**config.mk**
```make
export PLATFORM = sky130hd
export DESIGN_NAME = gate_sensor_fsm
export DESIGN_NICKNAME = d
export VERILOG_FILES = /design/src/rtl/gate_sensor_fsm.sv
export SDC_FILE = /design/constraint.sdc
export NUM_CORES = 1
export LEC_CHECK = 0
export CAP_MARGIN = 20
export CORE_AREA = 2 2 86 88
export DETAILED_ROUTE_END_ITERATION = 8
export DIE_AREA = 0 0 88 90
export PLACE_DENSITY_LB_ADDON = 0.1
export SETUP_SLACK_MARGIN = 0.2
export SYNTH_ARGS = -nofsm -noshare
export SYNTH_HDL_FRONTEND = slang
export SYNTH_SLANG_ARGS = --single-unit
```
**constraint.sdc**
```tcl
create_clock -name clk -period 2.7 [get_ports clk]
set_input_delay 0.405 -clock clk [delete_from_list [all_inputs] [get_ports clk]]
set_output_delay 0.405 -clock clk [all_outputs]
set_load 0.01 [all_outputs]
```
**src/rtl/gate_sensor_fsm.sv**
```systemverilog
// gate_sensor_fsm
// Decodes the direction of travel through the garage entrance lane from two infrared beams.
// A is the street-side beam and B is the garage-side beam.
// Each raw beam is synchronised, then debounced, then fed to a sequence FSM.
// A complete A->B passage gives a one-cycle car_in pulse.
// A complete B->A passage gives a one-cycle car_out pulse.
// An illegal sequence or a stalled sequence gives a one-cycle error pulse.
//
// Ports:
//   clk      - single clock, rising edge
//   reset    - asynchronous active-low reset
//   sensor_a - raw beam A, 1 = blocked, asynchronous to clk
//   sensor_b - raw beam B, 1 = blocked, asynchronous to clk
//   car_in   - one-cycle pulse, completed entry
//   car_out  - one-cycle pulse, completed exit
//   error    - one-cycle pulse, illegal sequence or timeout
//   state    - current FSM state, for debug and LEDs
module gate_sensor_fsm #(
    parameter int unsigned DEBOUNCE_CYCLES = 4,
    parameter int unsigned TIMEOUT_CYCLES  = 1000
) (
    input  logic       clk,
    input  logic       reset,
    input  logic       sensor_a,
    input  logic       sensor_b,
    output logic       car_in,
    output logic       car_out,
    output logic       error,
    output logic [2:0] state
);

    typedef enum logic [2:0] {
        StIdle    = 3'b000,
        StInA     = 3'b001,
        StInAb    = 3'b010,
        StInB     = 3'b011,
        StOutB    = 3'b100,
        StOutBa   = 3'b101,
        StOutA    = 3'b110,
        StWaitClr = 3'b111
    } state_e;

    // A counter that reaches its last value this cycle completes the count on this edge.
    localparam logic [7:0]  DbLast = 8'(DEBOUNCE_CYCLES - 1);
    localparam logic [15:0] ToLast = 16'(TIMEOUT_CYCLES - 1);

    // Bit 0 carries beam A and bit 1 carries beam B.
    logic [1:0]      meta_q, sync_q;
    logic [1:0]      deb_q, deb_d;
    logic [1:0][7:0] db_cnt_q, db_cnt_d;
    logic [15:0]     tmr_q, tmr_d;
    state_e          state_q, state_d;
    logic            car_in_q, car_in_d;
    logic            car_out_q, car_out_d;
    logic            error_q, error_d;
    logic            a, b, timed_out;

    always_ff @(posedge clk or negedge reset) begin
        if (!reset) begin
            meta_q <= '0;
            sync_q <= '0;
        end else begin
            meta_q <= {sensor_b, sensor_a};
            sync_q <= meta_q;
        end
    end

    always_comb begin
        deb_d    = deb_q;
        db_cnt_d = '0;
        for (int i = 0; i < 2; i++) begin
            if (sync_q[i] != deb_q[i]) begin
                if (db_cnt_q[i] == DbLast) begin
                    deb_d[i] = sync_q[i];
                end else begin
                    db_cnt_d[i] = db_cnt_q[i] + 8'd1;
                end
            end
        end
    end

    assign a         = deb_q[0];
    assign b         = deb_q[1];
    assign timed_out = (tmr_q == ToLast);

    always_comb begin
        state_d   = state_q;
        car_in_d  = 1'b0;
        car_out_d = 1'b0;
        error_d   = 1'b0;
        unique case (state_q)
            StIdle: begin
                if (a && !b) begin
                    state_d = StInA;
                end else if (!a && b) begin
                    state_d = StOutB;
                end else if (a && b) begin
                    state_d = StWaitClr;
                    error_d = 1'b1;
                end
            end
            StInA: begin
                if (a && b) begin
                    state_d = StInAb;
                end else if (!a && !b) begin
                    state_d = StIdle;
                end else if ((!a && b) || timed_out) begin
                    state_d = StWaitClr;
                    error_d = 1'b1;
                end
            end
            StInAb: begin
                if (!a && b) begin
                    state_d = StInB;
                end else if (a && !b) begin
                    state_d = StInA;
                end else if (!a && !b) begin
                    state_d = StIdle;
                    error_d = 1'b1;
                end else if (timed_out) begin
                    state_d = StWaitClr;
                    error_d = 1'b1;
                end
            end
            StInB: begin
                if (!a && !b) begin
                    state_d  = StIdle;
                    car_in_d = 1'b1;
                end else if (a && b) begin
                    state_d = StInAb;
                end else if ((a && !b) || timed_out) begin
                    state_d = StWaitClr;
                    error_d = 1'b1;
                end
            end
            StOutB: begin
                if (a && b) begin
                    state_d = StOutBa;
                end else if (!a && !b) begin
                    state_d = StIdle;
                end else if ((a && !b) || timed_out) begin
                    state_d = StWaitClr;
                    error_d = 1'b1;
                end
            end
            StOutBa: begin
                if (a && !b) begin
                    state_d = StOutA;
                end else if (!a && b) begin
                    state_d = StOutB;
                end else if (!a && !b) begin
                    state_d = StIdle;
                    error_d = 1'b1;
                end else if (timed_out) begin
                    state_d = StWaitClr;
                    error_d = 1'b1;
                end
            end
            StOutA: begin
                if (!a && !b) begin
                    state_d   = StIdle;
                    car_out_d = 1'b1;
                end else if (a && b) begin
                    state_d = StOutBa;
                end else if ((!a && b) || timed_out) begin
                    state_d = StWaitClr;
                    error_d = 1'b1;
                end
            end
            StWaitClr: begin
                if (!a && !b) begin
                    state_d = StIdle;
                end
            end
            default: state_d = StIdle;
        endcase
    end

    // Every timeout forces a state change, so the timer can never run past ToLast.
    always_comb begin
        tmr_d = tmr_q + 16'd1;
        if (state_d != state_q || deb_d != deb_q ||
            state_q == StIdle || state_q == StWaitClr) begin
            tmr_d = '0;
        end
    end

    always_ff @(posedge clk or negedge reset) begin
        if (!reset) begin
            deb_q     <= '0;
            db_cnt_q  <= '0;
            tmr_q     <= '0;
            state_q   <= StIdle;
            car_in_q  <= 1'b0;
            car_out_q <= 1'b0;
            error_q   <= 1'b0;
        end else begin
            deb_q     <= deb_d;
            db_cnt_q  <= db_cnt_d;
            tmr_q     <= tmr_d;
            state_q   <= state_d;
            car_in_q  <= car_in_d;
            car_out_q <= car_out_d;
            error_q   <= error_d;
        end
    end

    assign car_in  = car_in_q;
    assign car_out = car_out_q;
    assign error   = error_q;
    assign state   = state_q;

endmodule

```
# --- Word-level counts from Yosys, hierarchy flattened ---
# Cells that the tools add are included.
totals:
  regBits: 44
  wordCells: 92
  inputBits: 4
  n_memories: 0
  mem_bits_rw: 0
  latch_bits: 0
  romBits: 0
classes:
  n_lt_le_gt_ge: 0
  reduce_logical: 12
  bitwise_logic: 0
  mul: 0
  n_eq_ne: 14
  div_mod_pow: 0
  shift: 0
  n_addsub: 3
  mux: 53
op_table:
  columns: ["cell", "n"]
  rows:
  - ["$mux W3", 20]
  - ["$mux W8", 4]
  - ["$mux W1", 26]
  - ["$pmux W3 S8", 1]
  - ["$add A16 B1 Y16 const B", 1]
  - ["$add A8 B1 Y8 const B", 2]
  - ["$eq A16 B10 Y1 const B", 1]
  - ["$eq A8 B2 Y1 const B", 2]
  - ["$mux W16", 1]
  - ["$eq A3 B3 Y1 const B", 4]
  - ["$pmux W1 S7", 1]
  - ["$eq A3 B2 Y1 const B", 2]
  - ["$logic_or A1 B1 Y1", 5]
  - ["$logic_and A1 B1 Y1", 4]
  - ["$eq A3 B1 Y1 const B", 1]
  - ["$logic_not A3 Y1", 1]
  - ["$ne A3 B3 Y1", 1]
  - ["$logic_not A1 Y1", 2]
  - ["$ne A1 B1 Y1", 2]
  - ["$ne A2 B2 Y1", 1]

# --- Logic depth before layout (Yosys ltp) ---
# Gate-level depths: netlist of run 1.
depth:
  word_depth: 12
  ltp_mapped: 8
  depth_no_buf: 6

# --- Worst setup path before layout of run 1 ---
# No wires, ideal clock.
synth_path:
  path_kind: "reg-to-reg"
  startpoint: "register tmr_q[13]"
  endpoint: "register tmr_q[10]"
  path_slack_ns: 0.733
  n_path_buf: 1
  path_stages_with_launch: 7
  arrival_time_ns: 1.850
  t_required_ns: 2.583
  cell_sequence: "dfrtp_1 -> or4_4 -> nor4_4 -> a311oi_2 -> o32ai_4 -> buf_6 -> nor2_1"
synth_via:
  elab_chain_len: 11
synth_lines:
  columns: ["item", "line_no", "rtl"]
  rows:
  - ["start, declared", "51", "logic [15:0] tmr_q, tmr_d;"]
  - ["start signal, assigned", "200", "tmr_q <= tmr_d;"]
  - ["$eq A16 B10 Y1 (*)", "84", "assign timed_out = (tmr_q == ToLast);"]
  - ["$mux W3 (tied with other cells)", "120, 154", null]
  - ["$mux W3 (on tied branches)", null, null]
  - ["$mux W3 (tied with other cells)", "149", "end else if (!a && b) begin"]
  - ["$mux W3 (tied with other cells)", "147", "if (a && !b) begin"]
  - ["$pmux W3 S8 (*)", "91", "unique case (state_q)"]
  - ["$ne A3 B3 Y1 (*)", "182", "if (state_d != state_q || deb_d != deb_q ||"]
  - ["$logic_or A1 B1 Y1 (*) (2 in a row)", "182", null]
  - ["$logic_or A1 B1 Y1 (*)", "183", "state_q == StIdle || state_q == StWaitClr) begin"]
  - ["$mux W16 (*)", "182", null]
  - ["net tmr_d[10]", "51", null]
# The timed path passes the listed nets; every way through them passes the cells marked *.

# --- Worst setup path in the final report of run 1 ---
layout_path:
  startpoint: "register tmr_q[0]"
  endpoint: "register tmr_q[3]"
layout_via:
  elab_chain_len: 11
layout_lines:
  columns: ["item", "line_no"]
  rows:
  - ["$eq A16 B10 Y1", "84"]
  - ["$mux W3 (tied with other cells)", "120, 154"]
  - ["$mux W3 (on tied branches)", null]
  - ["$mux W3 (tied with other cells)", "149"]
  - ["$mux W3 (tied with other cells)", "147"]
  - ["$pmux W3 S8", "91"]
  - ["$ne A3 B3 Y1", "182"]
  - ["$logic_or A1 B1 Y1 (2 in a row)", "182"]
  - ["$logic_or A1 B1 Y1", "183"]
  - ["$mux W16 (*)", "182"]
  - ["net tmr_d[3]", "51"]
# Marked as above.

==> flow_metrics.py, run 1 <==
metrics = {
    "run_status": {
        "status": "finished clean",
    },
    "clock_network": {
        "cts_made_buffers": 5,
        "cts_max_level": 2,
        "ctsHoldBuffers": 0,
        "cts_resized": 0,
        "post-cts-setup-buffers": 0,
        "cts_root_buf": "clkbuf_8",
        "ctsLongestPathBuffers": 2,
        "clk_pin_slew_ns": 0.09,
        "cts_sinks": 44,
        "cts_tree": "done",
        "clock_latency_ns": 0.30,
    },
    "setup_path": {
        "crit_family": "simple AND/OR/NAND/NOR gates",
        "crit_buf_inv": 1,
        "cp.arrival_ns": 2.37,
        "crit_type": "reg2reg",
        "path_cells": "ha_1, nand4_1, nor4_4, a311oi_2, o32ai_4, buf_4, nor2_1",
        "end_kind": "flip-flop",
        "cpPeakStageDelay_ns": 0.44,
        "start_kind": "flip-flop",
        "critPathMaxFanout": 16,
        "cpMaxStageDelayCell": "nor4_4",
        "cp_data_required_time_ns": 2.88,
    },
    "yosys": {
        "synth.top_cell.area_share": 0.4536,
        "ys_types": 49,
        "synth-seq-cells": 44,
        "netlist_instances": 259,
        "synth_edf_count": 0,
        "synth_most_common_cell": "dfrtp_1",
        "ys.flop_type": "dfrtp_1",
        "syn_area_sq_um": 2427,
        "yosys_warnings": 0,
        "synth_common_cells": "44 x dfrtp_1, 38 x nor2_1, 28 x nand2_1",
        "ys_top_cells_by_area": "dfrtp_1 45%, xor2_1 7.2%, nor2_1 5.9%, nand2_1 4.3%, nand3_1 4.3%",
        "seq_area_frac_synth": 0.4536,
        "synthArstFlopShare": 1.000,
        "syn_avg_cell_area_sq_um": 9.372,
        "synth_area_leader_cell": "dfrtp_1",
        "synth_nets": 266,
    },
    "grt": {
        "busiest_layer": "met2",
        "grt_use_total": 0.1301,
        "overflow": 0,
        "grtUsageMet2": 0.1995,
        "grt_max_degree": 30,
        "antenna_found_initial": 0,
        "grt_use_met1": 0.1818,
        "met3_usage": 0.02755,
        "grt_pass1_wl_mm": 8.245,
        "grt_pass1_vias": 1729,
    },
    "route": {
        "drt-vias-per-instance": 4.962,
        "drt_iter0_drc": 79,
        "drc": 0,
        "wl_per_cell_microns": 12.67,
        "first_pass_iters": 4,
        "ant_nets": 0,
        "routed-via-count": 1836,
        "wl_mm": 4.689,
    },
    "sta": {
        "slew_viol_final": 0,
        "setup_ws_ns": 0.5075,
        "worst_pin_slew_ns": 0.6607,
        "relSlewSlack": 0.5596,
        "hold_viol": 0,
        "tns_ns": 0,
        "fmax_mhz": 456.1,
        "clock_skew_ns": 0.01126,
        "finalCriticalPeriod_ns": 2.193,
        "fin_crit_sh": 0.8120,
        "rsz0062_at_grt": "no",
        "setup_violations": 0,
    },
    "layout": {
        "multi_input_area_sq_um": 1226,
        "design_area_sq_um": 2708,
        "register_area_sq_um": 1101,
        "diodes": 0,
        "final_nets": 277,
        "final_cells": 370,
        "syn_to_final_growth_pct": 11.55,
        "fillers": 711,
        "layout-drive-gt1-share": 0.1070,
    },
    "pwr": {
        "total_power_uw": 2403,
        "p_switching_uw": 998.9,
        "peakVddDrop_uv": 248.6,
        "powerDensity_nw_per_um2": 887.4,
        "power.share.clock": 0.183,
        "power_leakage_uw": 0.001152,
        "p_int_uw": 1404,
        "pwr-share-comb": 0.429,
        "p_sw_frac": 0.4157,
        "seqPwrFrac": 0.388,
    },
    "placed_design": {
        "placed_cell_area_sq_um": 2611,
        "place_ws_ns": 0.5050,
        "dp_cells": 362,
        "port-buffer-count": 9,
        "dp_hpwl_mm": 3.271,
        "gp_congestion": 0.7421,
    },
    "floorplanning": {
        "row_count": 31,
        "die_w_microns": 88,
        "die-area_sq_um": 7920,
        "initial_core_util": 0.3457,
        "core_area_sq_um": 7020,
        "io-pin-count": 10,
        "fp.dieH_microns": 90,
    },
    "job": {
        "maxCapViolCount": 0,
    },
    "worst_hold_path": {
        "hold_class": "in2async",
    },
}
[metal layers]
metal / wire, microns / vias to the layer above
met4: 47 / 0
met3: 123 / 4
li1: - / 925
met1: 2310 / 888
met5: 0 / -
met2: 2208 / 19
[placed cells by master (no fill, tap or decap), drive strengths merged, types with 2 or more instances in the layout]
cell	n
clkbuf	6
nor4	7
inv	7
nand4	6
xnor2	10
nand2	28
buf	8
o21ai	9
nor2	40
xor2	20
nor2b	2
nand3	21
o22a	2
nand2b	3
nor3b	4
ha	3
mux2	2
nor3	7
a21oi	5
clkdlybuf4s50	8
and3	8
dfrtp	44
[power by group through the flow]
stage | clock (uW) | sequential, uW | combinational (uW)
final | 439 | 933 | 1030
after global routing | 495 | 962 | 1150
after detailed placement | 0 | 947 | 1040
after global placement | 0 | 952 | 1050
after CTS | 463 | 933 | 1040
after floorplan | 0 | 845 | 875
[worst reg2reg max path, delay by kind of cell, from the launching register on]
family / cells / cell delay [ns]
and+or+nand+nor: 3 / 0.79
DFF: 1 / 0.41
AOI/OAI and AO/OA: 2 / 0.36
adders and majority gates: 1 / 0.24
buffers and inverters: 1 / 0.27
[layout make-up]
| cell class | count | share of cell area |
|---|---|---|
| clock buffers | 6 | 0.03050 |
| clock inverters | 2 | 0.005083 |
| inverters | 6 | 0.008318 |
| multi-input cells | 197 | 0.4529 |
| flip-flops and latches | 44 | 0.4067 |
| well taps | 99 | 0.04575 |
| repair buffers | 16 | 0.05083 |
[per-stage QoR]
step	util	hold slack (ns)
2_1_floorplan	-	0.1094
3_3_place_gp	0.3719	0.3373
3_5_place_dp	0.3719	0.3355
4_1_cts	0.3857	0.01512
5_1_grt	0.3857	0.02323
6_report	0.3857	0.002320
[final timing paths]
path	slack, ns	end	start	cells past startpoint
max reg2reg	0.51	tmr_q[3]	tmr_q[0]	7
max	0.51	tmr_q[3]	tmr_q[0]	7
min in group clk	0.35	sync_q[1]	meta_q[1]	0
min	0.002	db_cnt_q[4]	reset	1
min reg2reg	0.35	sync_q[1]	meta_q[1]	0
max in group asynchronous	1.98	db_cnt_q[13]	reset	2
[flip-flops by register name, indices dropped and copies added (netlist names)]
signal,count
car_in,1
car_out,1
db_cnt_q,16
deb_q,2
error,1
meta_q,2
state,3
sync_q,2
tmr_q,16
[logic make-up after synthesis]
kind of cell,after synthesis,share of synthesized area
adder cells (fa/ha/maj),3,0.01547
multiplexers,2,0.009278
AND/OR/NAND/NOR,134,0.2784
XOR/XNOR,30,0.1082
flip-flops,44,0.4536
buffers and inverters,18,0.04123
AO/OA/AOI/OAI,28,0.09382
Power figures use the tool's default switching activity.
==> run 2, diff against run 1 <==
==> constraint.sdc (replaced) <==
create_clock -name clk -period 2.2 [get_ports clk]
set_input_delay 0.33 -clock clk [delete_from_list [all_inputs] [get_ports clk]]
set_output_delay 0.33 -clock clk [all_outputs]
set_load 0.01 [all_outputs]
==> flow_metrics.py, run 2 (synthesis gave the netlist of run 1 again) <==
metrics = {
    "run_status": {
        "status": "finished clean",
    },
    "sta": {
        "tns_ns": 0,
        "relSlewSlack": 0.6886,
        "setup_violations": 0,
        "clock_skew_ns": 0.01284,
        "fmax_mhz": 506.9,
        "hold_viol": 0,
        "setup_ws_ns": 0.2271,
        "worst_pin_slew_ns": 0.4628,
        "finalCriticalPeriod_ns": 1.973,
        "rsz0062_at_grt": "yes",
        "slew_viol_final": 0,
        "fin_crit_sh": 0.8968,
    },
    "layout": {
        "fillers": 699,
        "final_cell_mix": "42 x dfrtp_1, 38 x nor2_1, 28 x nand2_1",
        "diodes": 0,
        "syn_to_final_growth_pct": 16.19,
        "final_nets": 290,
        "final_common_cell": "dfrtp_1",
        "design_area_sq_um": 2820,
        "layout-drive-gt1-share": 0.1549,
    },
    "setup_path": {
        "start_kind": "flip-flop",
        "end_kind": "flip-flop",
        "crit_type": "reg2reg",
        "critPathMaxFanout": 10,
        "r2r_cells": 6,
        "cp-endpoint": "state[2]",
        "cpMaxStageDelayCell": "or4_4",
        "cp_data_required_time_ns": 2.43,
        "timing.rr.start": "tmr_q[13]",
        "cp.arrival_ns": 2.21,
        "crit_start": "tmr_q[13]",
        "path_cells": "or4_4, nor4_4, buf_6, o21ai_2, a222oi_1, o22a_1",
        "reg2reg_to": "state[2]",
        "cpPeakStageDelay_ns": 0.56,
        "reg2reg_slack_ns": 0.23,
    },
    "route": {
        "first_pass_iters": 4,
        "wl_per_cell_microns": 13.04,
        "drt-vias-per-instance": 5.031,
        "drc": 0,
        "ant_nets": 0,
        "wl_mm": 4.995,
        "drt_iter0_drc": 89,
        "routed-via-count": 1927,
    },
    "floorplanning": {
        "die-area_sq_um": 7920,
        "io-pin-count": 10,
        "die_w_microns": 88,
        "initial_core_util": 0.3457,
        "core_area_sq_um": 7020,
        "row_count": 31,
        "fp.dieH_microns": 90,
    },
    "placed_design": {
        "place_ws_ns": 0.1833,
        "gp_congestion": 0.7815,
        "port-buffer-count": 9,
        "dp_hpwl_mm": 3.446,
        "placed_cell_area_sq_um": 2706,
    },
    "pwr": {
        "powerDensity_nw_per_um2": 1108,
        "power_leakage_uw": 0.001212,
        "total_power_uw": 3126,
        "peakVddDrop_uv": 374.3,
    },
    "clock_network": {
        "clk_pin_slew_ns": 0.08,
        "ctsLongestPathBuffers": 2,
        "cts_made_buffers": 5,
        "clock_latency_ns": 0.30,
        "cts_sinks": 44,
        "cts_root_buf": "clkbuf_8",
        "cts_tree": "done",
        "cts_max_level": 2,
    },
    "grt": {
        "grt_use_total": 0.1367,
        "grt_max_degree": 20,
        "grt_pass1_vias": 1842,
        "antenna_found_initial": 0,
        "grt_pass1_wl_mm": 8.687,
        "overflow": 0,
    },
    "job": {
        "maxCapViolCount": 0,
    },
    "worst_hold_path": {
        "hold_class": "reg2reg",
    },
}
run 2: cell type report:
class / instances / area [sq um] / share of cell area
repair buffers: 29 / 254.0 / 0.09006
well taps: 99 / 123.9 / 0.04392
clock buffers: 5 / 68.82 / 0.02440
flip-flops and latches: 44 / 1104 / 0.3913
clock inverters: 3 / 18.77 / 0.006655
inverters: 6 / 22.52 / 0.007986
multi-input cells: 197 / 1229 / 0.4357
run 2: layer usage:
layer,vias up,track usage,routed length [microns]
met5,-,0,0
met4,0,0.04487,72
met3,6,0.03122,158
met2,43,0.2102,2278
met1,929,0.1888,2486
li1,949,-,-
run 2: through the flow:
| step | hold slack (ns) | utilization | std cells |
|---|---|---|---|
| 4_1_cts | 0.3551 | 0.4001 | 382 |
| 2_1_floorplan | 0.03441 | - | 259 |
| 5_1_grt | 0.3580 | 0.4017 | 383 |
| 3_5_place_dp | 0.3084 | 0.3855 | 373 |
| 6_report | 0.3528 | 0.4017 | 383 |
| 3_3_place_gp | 0.3116 | 0.3855 | 373 |
run 2: worst max-delay path: cells and delay by family (launching register included):
kind | cells | cell delay [ns]
compound gates | 3 | 0.54
simple gates | 2 | 0.77
flops | 1 | 0.42
buf+inv | 1 | 0.19
run 2: power breakdown:
part           switching, uW  total [uW]  internal [uW]
combinational            876        1570            694
sequential               121        1050            927
clock                    285         507            222
run 2: how the worst min path moves through the flow:
stage | start | end | slack, ns | cells after the start
2_1_floorplan | reset | car_in | 0.03 | 0
5_1_grt | meta_q[0] | sync_q[0] | 0.36 | 0
4_1_cts | meta_q[0] | sync_q[0] | 0.36 | 0
3_5_place_dp | reset | db_cnt_q[0] | 0.31 | 1
3_3_place_gp | reset | db_cnt_q[0] | 0.31 | 1
6_report | meta_q[0] | sync_q[0] | 0.35 | 0
run 2: what timing repair did:
action | CTS | global route
endpoints found under the hold margin | 17 | 0
resized for setup | 2 | 2
gates cloned | 0 | 0
endpoints found under the setup margin | 17 | 17
pin swaps | 1 | 1
setup buffers | 0 | 1
hold buffers | 1 | 0
